File: config.mk
export PLATFORM = sky130hd
export DESIGN_NAME = ws_frame_buffer
export DESIGN_NICKNAME = d
export VERILOG_FILES = /design/src/rtl/ws_frame_buffer.sv
export SDC_FILE = /design/constraint.sdc
export NUM_CORES = 1
export LEC_CHECK = 0
export CAP_MARGIN = 20
export CORE_ASPECT_RATIO = 1.25
export CORE_MARGIN = 2
export CORE_UTILIZATION = 64
export DETAILED_ROUTE_END_ITERATION = 8
export PLACE_DENSITY_LB_ADDON = 0.3
export SYNTH_ARGS = -nofsm -noshare
export SYNTH_HDL_FRONTEND = slang
export SYNTH_SLANG_ARGS = --single-unit
File: constraint.sdc
create_clock -name clock -period 9.2 [get_ports clock]
set_input_delay 1.84 -clock clock [delete_from_list [all_inputs] [get_ports clock]]
set_output_delay 1.84 -clock clock [all_outputs]
set_load 0.02 [all_outputs]
File: src/rtl/ws_frame_buffer.sv
// ws_frame_buffer: double-banked 24-bit pixel store for the WS2812 driver.
// The host fills the back bank and commits it. The banks swap at the next frame start.
//
// Ports:
//   clock, reset        system clock; synchronous active-high reset
//   wr_valid/wr_ready   host pixel write handshake (wr_addr, wr_data)
//   commit              pulse: back bank complete, swap at next frame start
//   commit_pending      commit registered, swap not yet done
//   commit_done         one-cycle pulse in the cycle the new bank takes effect
//   brightness          global scale, captured with each driver request
//   new_data_req        driver request level; a rising edge launches a read
//   current_ledN        driver pixel index, captured at the request edge
//   color_rgb           {8'h00,B,G,R}, scaled pixel, valid 3 cycles after capture
module ws_frame_buffer #(
    parameter int LEDS_NUM = 7,
    parameter int ADDR_W   = $clog2(LEDS_NUM + 1)
) (
    input  logic              clock,
    input  logic              reset,
    input  logic              wr_valid,
    output logic              wr_ready,
    input  logic [ADDR_W-1:0] wr_addr,
    input  logic [23:0]       wr_data,
    input  logic              commit,
    output logic              commit_pending,
    output logic              commit_done,
    input  logic [7:0]        brightness,
    input  logic              new_data_req,
    input  logic [ADDR_W-1:0] current_ledN,
    output logic [31:0]       color_rgb
);

    typedef enum logic [1:0] {
        CLEAR  = 2'd0,
        RUN    = 2'd1,
        LOCKED = 2'd2
    } state_t;

    localparam logic [ADDR_W-1:0] LAST  = ADDR_W'(LEDS_NUM - 1);
    localparam logic [ADDR_W-1:0] LIMIT = ADDR_W'(LEDS_NUM);

    state_t state;
    state_t state_nxt;

    logic [ADDR_W-1:0] clr_cnt;
    logic              front_sel;
    logic              req_q;

    logic rise;
    logic frame_start;
    logic swap;
    logic commit_take;
    logic wr_fire;
    logic wr_in_range;

    logic [23:0] bank0 [LEDS_NUM];
    logic [23:0] bank1 [LEDS_NUM];

    // Read pipeline: s1 = captured request, s2 = RAM data, s3 = scaled pixel.
    logic              s1_vld;
    logic [ADDR_W-1:0] s1_idx;
    logic [7:0]        s1_bri;
    logic              s1_sel;
    logic              s1_blank;

    logic              s2_vld;
    logic [23:0]       s2_pix;
    logic [7:0]        s2_bri;

    logic              s3_vld;
    logic [23:0]       s3_rgb;

    logic [ADDR_W-1:0] rd_idx;
    logic [23:0]       rd_pix;

    function automatic logic [7:0] scale8(
        input logic [7:0] ch,
        input logic [7:0] bri
    );
        scale8 = 8'((16'(ch) * (16'(bri) + 16'd1)) >> 8);
    endfunction

    assign rise        = new_data_req && !req_q;
    assign frame_start = rise && (current_ledN == '0);
    assign wr_fire     = wr_valid && wr_ready;
    assign wr_in_range = wr_addr < LIMIT;

    always_comb begin
        state_nxt   = state;
        wr_ready    = 1'b0;
        swap        = 1'b0;
        commit_take = 1'b0;
        unique case (state)
            CLEAR: begin
                if (clr_cnt == LAST) begin
                    state_nxt = RUN;
                end
            end
            RUN: begin
                wr_ready = 1'b1;
                if (commit) begin
                    commit_take = 1'b1;
                    state_nxt   = LOCKED;
                end
            end
            LOCKED: begin
                if (frame_start) begin
                    swap      = 1'b1;
                    state_nxt = RUN;
                end
            end
            default: begin
                state_nxt = CLEAR;
            end
        endcase
    end

    always_ff @(posedge clock) begin
        if (reset) begin
            state          <= CLEAR;
            clr_cnt        <= '0;
            front_sel      <= 1'b0;
            req_q          <= 1'b0;
            commit_pending <= 1'b0;
            commit_done    <= 1'b0;
        end else begin
            state       <= state_nxt;
            req_q       <= new_data_req;
            commit_done <= swap;
            if (state == CLEAR && clr_cnt != LAST) begin
                clr_cnt <= clr_cnt + ADDR_W'(1);
            end
            if (swap) begin
                front_sel <= ~front_sel;
            end
            if (commit_take) begin
                commit_pending <= 1'b1;
            end else if (swap) begin
                commit_pending <= 1'b0;
            end
        end
    end

    // Clear wipes both banks; host writes only ever touch the back bank.
    always_ff @(posedge clock) begin
        if (!reset) begin
            if (state == CLEAR) begin
                bank0[clr_cnt] <= '0;
                bank1[clr_cnt] <= '0;
            end else if (wr_fire && wr_in_range) begin
                if (front_sel) begin
                    bank0[wr_addr] <= wr_data;
                end else begin
                    bank1[wr_addr] <= wr_data;
                end
            end
        end
    end

    assign rd_idx = s1_blank ? '0 : s1_idx;
    assign rd_pix = s1_sel ? bank1[rd_idx] : bank0[rd_idx];

    always_ff @(posedge clock) begin
        if (reset) begin
            s1_vld    <= 1'b0;
            s1_idx    <= '0;
            s1_bri    <= '0;
            s1_sel    <= 1'b0;
            s1_blank  <= 1'b0;
            s2_vld    <= 1'b0;
            s2_pix    <= '0;
            s2_bri    <= '0;
            s3_vld    <= 1'b0;
            s3_rgb    <= '0;
            color_rgb <= '0;
        end else begin
            s1_vld <= rise;
            if (rise) begin
                s1_idx   <= current_ledN;
                s1_bri   <= brightness;
                // A swapping edge already reads from the new front bank.
                s1_sel   <= front_sel ^ swap;
                s1_blank <= (state == CLEAR) || (current_ledN >= LIMIT);
            end

            s2_vld <= s1_vld;
            if (s1_vld) begin
                s2_pix <= s1_blank ? 24'h0 : rd_pix;
                s2_bri <= s1_bri;
            end

            s3_vld <= s2_vld;
            if (s2_vld) begin
                s3_rgb <= {scale8(s2_pix[23:16], s2_bri),
                           scale8(s2_pix[15:8], s2_bri),
                           scale8(s2_pix[7:0], s2_bri)};
            end

            if (s3_vld) begin
                color_rgb <= {8'h00, s3_rgb};
            end
        end
    end

endmodule
# Word-level counts from Yosys, hierarchy flattened
# Memory sizes are Yosys's and may differ from the RTL's.
# Index checks and enable logic that the tools add are counted.
totals:
  reg_bits: 105
  mem_bits_rw: 336
  inputBits: 43
  output_inout_bits: 35
  elab_cells: 81
  memories: 2
classes:
  addsub: 2
  multipliers: 3
  magnitude_cmp: 2
  eq_ne: 7
  n_mux: 33
  bitwise_logic: 2
  reduce_logical: 13
memory_table:
  columns: ["name", "words", "word_bits", "read_ports", "rd_clocked_by_memory_dff", "write_ports", "line_no", "text"]
  rows:
  - ["bank0", 7, 24, 1, 0, 1, "56", "logic [23:0] bank0 [LEDS_NUM];"]
  - ["bank1", 7, 24, 1, 0, 1, "57", "logic [23:0] bank1 [LEDS_NUM];"]
op_table:
  columns: ["operator", "count"]
  rows:
  - ["two-way mux 24 bit", 4]
  - ["OR reduction 24 bit", 2]
  - ["multiplier 8 x 16 -> 16 bit", 2]
  - ["two-way mux 1 bit", 22]
  - ["multiplier 8 x 9 -> 16 bit", 1]
  - ["adder 8 x 1 -> 9 bit, second input constant", 1]
  - ["two-way mux 3 bit", 3]
  - ["two-way mux 2 bit", 3]
  - ["inequality test 2 bit, second input constant", 3]
  - ["case mux 2 bit (3 select lines)", 1]
  - ["logical AND 1 bit", 5]
  - ["adder 3 x 1 -> 3 bit, second input constant", 1]
  - ["== test 3 bit, second input constant", 1]
  - ["greater-or-equal comparator 3 bit, second input constant", 1]
  - ["logical NOT 3 bit", 1]
  - ["less-than comparator 3 bit, second input constant", 1]
  - ["inequality test 3 bit, second input constant", 1]
  - ["AND reduction 3 bit", 1]
  - ["== test 2 x 1 -> 1 bit, second input constant", 1]
  - ["== test 2 bit, second input constant", 1]
  - ["logical NOT 2 bit", 1]
  - ["nonzero test 2 bit", 1]
  - ["logical NOT 1 bit", 1]
  - ["logical OR 1 bit", 1]
  - ["2 further kinds", 2]

# Longest topological paths before layout
logic_depth:
  ltp_word: 10
  mapped_depth: 20
  depth_no_buf: 19

# Least setup slack after synthesis
# OpenSTA, ideal clock, no wires.
synth_timing:
  kind: "reg2reg"
  startpoint: "register s2_bri[0]"
  endpoint: "register s3_rgb[5]"
  setup_ns: 0.117
  arrival_ns: 4.846
  required_time_ns: 9.083
  slack_ns: 4.237
  path_stages_with_launch: 19
  path_buffers: 1
  period_less_slack_ns: 4.963
  cell_sequence: "dfxtp_1 -> ha_1 -> nand3_2 -> nor2_1 -> xor2_1 -> clkbuf_1 -> and2_1 -> fa_1 -> fa_1 -> fa_1 -> inv_1 -> fa_1 -> inv_1 -> ha_1 -> and2_1 -> a22oi_2 -> a21oi_1 -> or3_1 -> a32o_1"
synth_between:
  elab_chain_len: 2
synth_rtl:
  columns: ["element", "line_no", "text"]
  rows:
  - ["start, declared", "68", "logic [7:0] s2_bri;"]
  - ["start signal, assigned", "189", "s2_bri <= s1_bri;"]
  - ["adder 8 x 1 -> 9 bit", "80", "scale8 = 8'((16'(ch) * (16'(bri) + 16'd1)) >> 8);"]
  - ["multiplier 8 x 9 -> 16 bit", "80", null]
  - ["end signal, assigned", "194", "s3_rgb <= {scale8(s2_pix[23:16], s2_bri),"]
  - ["end, declared", "71", "logic [23:0] s3_rgb;"]
# No other way between the ends.
# A chain may end at the register's enable or synchronous reset.

# Worst setup path after layout
layout_timing:
  startpoint: "register s2_bri[0]"
  endpoint: "register s3_rgb[14]"
layout_between:
  elab_chain_len: 2
layout_rtl:
  columns: ["element", "line_no"]
  rows:
  - ["adder 8 x 1 -> 9 bit", "80"]
  - ["multiplier 8 x 16 -> 16 bit", "80"]
# No other way between the ends.

==> flow_summary.json <==
{
  "cts_hold_buffers": 0,
  "grtUsageTotal_pct": 28.9,
  "final-setup-viol-count": 0,
  "grt_pass1_vias": 16110,
  "synth_simple_gate_area_share_pct": 15.0,
  "drt_pass1_iterations": 5,
  "dpl_worst_slack_ps": 3750,
  "htreeDepth": 2,
  "synth_top_family_by_area": "adder cells",
  "nNetsFinal": 2379,
  "grt_max_degree": 85,
  "cp-start-kind": "flop",
  "cts_tree": "done",
  "numCtsBuffers": 42,
  "min_period_ps": 5500,
  "wl_per_cell_microns": 20.9,
  "routed_wl_mm": 54.9,
  "fp.dieW_microns": 177,
  "die_area_sq_mm": 0.0390,
  "io_pins": 78,
  "clockBufferDepth": 3,
  "areaGrowthSynthToFinish_pct": 9.80,
  "p_leak_nw": 10.2,
  "setup_tns_ps": 0,
  "cts_resized": 0,
  "synthAdderAreaFrac_pct": 15.2,
  "cts.sinks": 441,
  "setup.worst_path.class": "reg2reg",
  "async_flop_share_pct": 0,
  "p_per_area_mw_per_mm2": 171,
  "drtAntennaViolNets": 0,
  "port_buffers": 69,
  "final_common_cell": "edfxtp_1",
  "netlist_instances": 2105,
  "hold_depth": 2,
  "end_kind": "flop",
  "worstSkewPairLatency_ps": 570,
  "synth_compound_area_share_pct": 11.0,
  "dr_total_vias": 15904,
  "synth.avg_cell_area_sq_um": 11.4,
  "synth_ff_type": "edfxtp_1",
  "dpl.hpwl_mm": 36.1,
  "start_util_pct": 64.7,
  "cts_setup_buffers": 0,
  "seq_area_sq_mm": 0.0122,
  "p_total_mw": 4.51,
  "rows": 79,
  "syn_area_sq_mm": 0.0240,
  "synth_mux_area_share_pct": 1.68,
  "cts-root-buf": "clkbuf_16",
  "yosysWarnings": 0,
  "drive_gt1_share_pct": 5.96,
  "drt-vias-per-instance": 6.04,
  "cap_violations": 0,
  "relSlewSlack_pct": 27.4,
  "chipHeight_microns": 220,
  "hold_class": "reg2reg",
  "place.gp.congestion": 0.924,
  "final.setup_skew_ps": 32.7,
  "path_max_fanout": 24,
  "hold_ws_ps": 456,
  "core_sq_mm": 0.0371,
  "synth-xor-area-share_pct": 1.28,
  "synth_edf_count": 336,
  "setup_slack_ps": 3700,
  "final_cell_mix": "edfxtp_1 (336), nand2_1 (231), and2_1 (171), inv_1 (145), a21oi_1 (131)",
  "peakVddDrop_mv": 0.202,
  "cts.clk_slew.worst_paths_ps": 60,
  "rsz0062_at_grt": "false",
  "final-max-slew-violation-count": 0,
  "cp.arrival_ps": 5930,
  "multi_input_area_sq_mm": 0.0107,
  "cp.required_ps": 9630,
  "fin_crit_sh_pct": 59.8,
  "status": "finished, final reports clean",
  "synth-seq-cells": 441,
  "dr.first_iter.drc_count": 1291,
  "max_freq_mhz": 182,
  "tightest_slew_ps": 1080,
  "hold_violations": 0,
  "gr-total-overflow": 0,
  "antenna_found_initial": 1,
  "synth_cell_types": 71,
  "worst_r2r_path_depth": 20,
  "fillers": 2541,
  "seq_area_frac_synth_pct": 50.9,
  "grt_pass1_wl_mm": 86.6,
  "drc_errors": 0
}
[path summary, 6_finish.rpt]
path	start	to	slack, ps
min reg2reg	s1_bri[0]	s1_bri[0]	460
max	s2_bri[0]	s3_rgb[14]	3700
max reg2reg	s2_bri[0]	s3_rgb[14]	3700
min	s1_bri[0]	s1_bri[0]	460
[cell usage after synthesis, types with 6 or more instances]
| master | count | area [sq um] |
|---|---|---|
| edfxtp_1 | 336 | 10100 |
| nand2_1 | 231 | 867 |
| and2_1 | 171 | 1070 |
| inv_1 | 145 | 544 |
| a21oi_1 | 134 | 671 |
| fa_1 | 120 | 2400 |
| nor2b_1 | 118 | 738 |
| dfxtp_1 | 105 | 2100 |
| ha_1 | 99 | 1240 |
| clkbuf_1 | 77 | 289 |
| o21ai_0 | 71 | 355 |
| nor2_1 | 61 | 229 |
| a211oi_1 | 56 | 420 |
| a311oi_1 | 48 | 420 |
| mux2i_1 | 39 | 390 |
| buf_2 | 34 | 170 |
| and3_1 | 29 | 181 |
| xnor2_1 | 25 | 219 |
| a21o_1 | 21 | 158 |
| nand3_1 | 19 | 95.1 |
| o22ai_1 | 15 | 93.8 |
| buf_4 | 13 | 97.6 |
| nor3_1 | 11 | 55.1 |
| xor2_1 | 10 | 87.6 |
| a22o_1 | 9 | 78.8 |
| a2bb2oi_1 | 9 | 78.8 |
| nand2b_1 | 8 | 50.1 |
| a31oi_1 | 6 | 37.5 |
| and2_2 | 6 | 45.0 |
| or3_1 | 6 | 37.5 |
[where the power goes]
part	switching, mW	internal, mW
clock	0.738	0.982
combinational	0.297	0.146
sequential	0.0689	2.28
total	1.10	3.41
[final cells by class]
class / count / share of cell area [%]
Antenna cell: 1 / 0.00951
Clock buffer: 55 / 4.43
Clock inverter: 18 / 0.789
Inverter: 146 / 2.08
Multi-Input combinational cell: 1389 / 40.6
Sequential cell: 441 / 46.3
Tap cell: 486 / 2.31
Timing Repair Buffer: 97 / 3.43
[critical path: stages, from the launching register on]
cell and delay [ps]:
dfxtp_1 330, buf_4 290, and3_1 200, nand3_1 120, nor2_1 150, xor2_1 150
buf_4 280, and2_1 190, fa_1 430, fa_1 520, fa_1 500, inv_1 50
fa_1 480, inv_1 40, ha_1 310, nand2_1 90, nor3_1 360, a21oi_1 200
o21ai_1 280, nor4_1 70, a311o_1 290
[cells by family (layout without fill, tap and decap cells)]
family	Yosys count	count (layout)
AND/OR/NAND/NOR	686	686
flip-flops	441	441
AO/OA/AOI/OAI	401	401
buffers and inverters	282	316
adder cells (fa/ha/maj)	219	219
multiplexers	40	40
XOR/XNOR	35	35
other	1	9
[stage by stage]
step | std cells | util, % | cell area, sq um
final | 2633 | 71.0 | 26300
after global routing | 2632 | 71.0 | 26300
after CTS | 2631 | 70.9 | 26300
after detailed placement | 2558 | 67.2 | 24900
after global placement | 2558 | 67.2 | 24900
after floorplan | 2112 | - | 24000
[routing by layer]
layer  global-route usage [%]  wire length (microns)  up-vias  part of all wire, %
met5                        0                      0        -                    0
met1                     35.3                  20900     7807                   38
met3                     4.35                   3670      131                  6.7
met4                     12.6                   2230        0                  4.1
li1                         -                      -     7344                    -
met2                     51.1                  28100      622                   51
[flip-flops by register name, summed over array words and instances, names as in the netlist, 2 cells and up]
register,count
bank1,168
s2_pix,24
state,2
bank0,168
s3_rgb,24
s1_idx,3
color_rgb,24
s1_bri,8
clr_cnt,3
s2_bri,8
No activity file was read; power rests on OpenSTA's default activity.
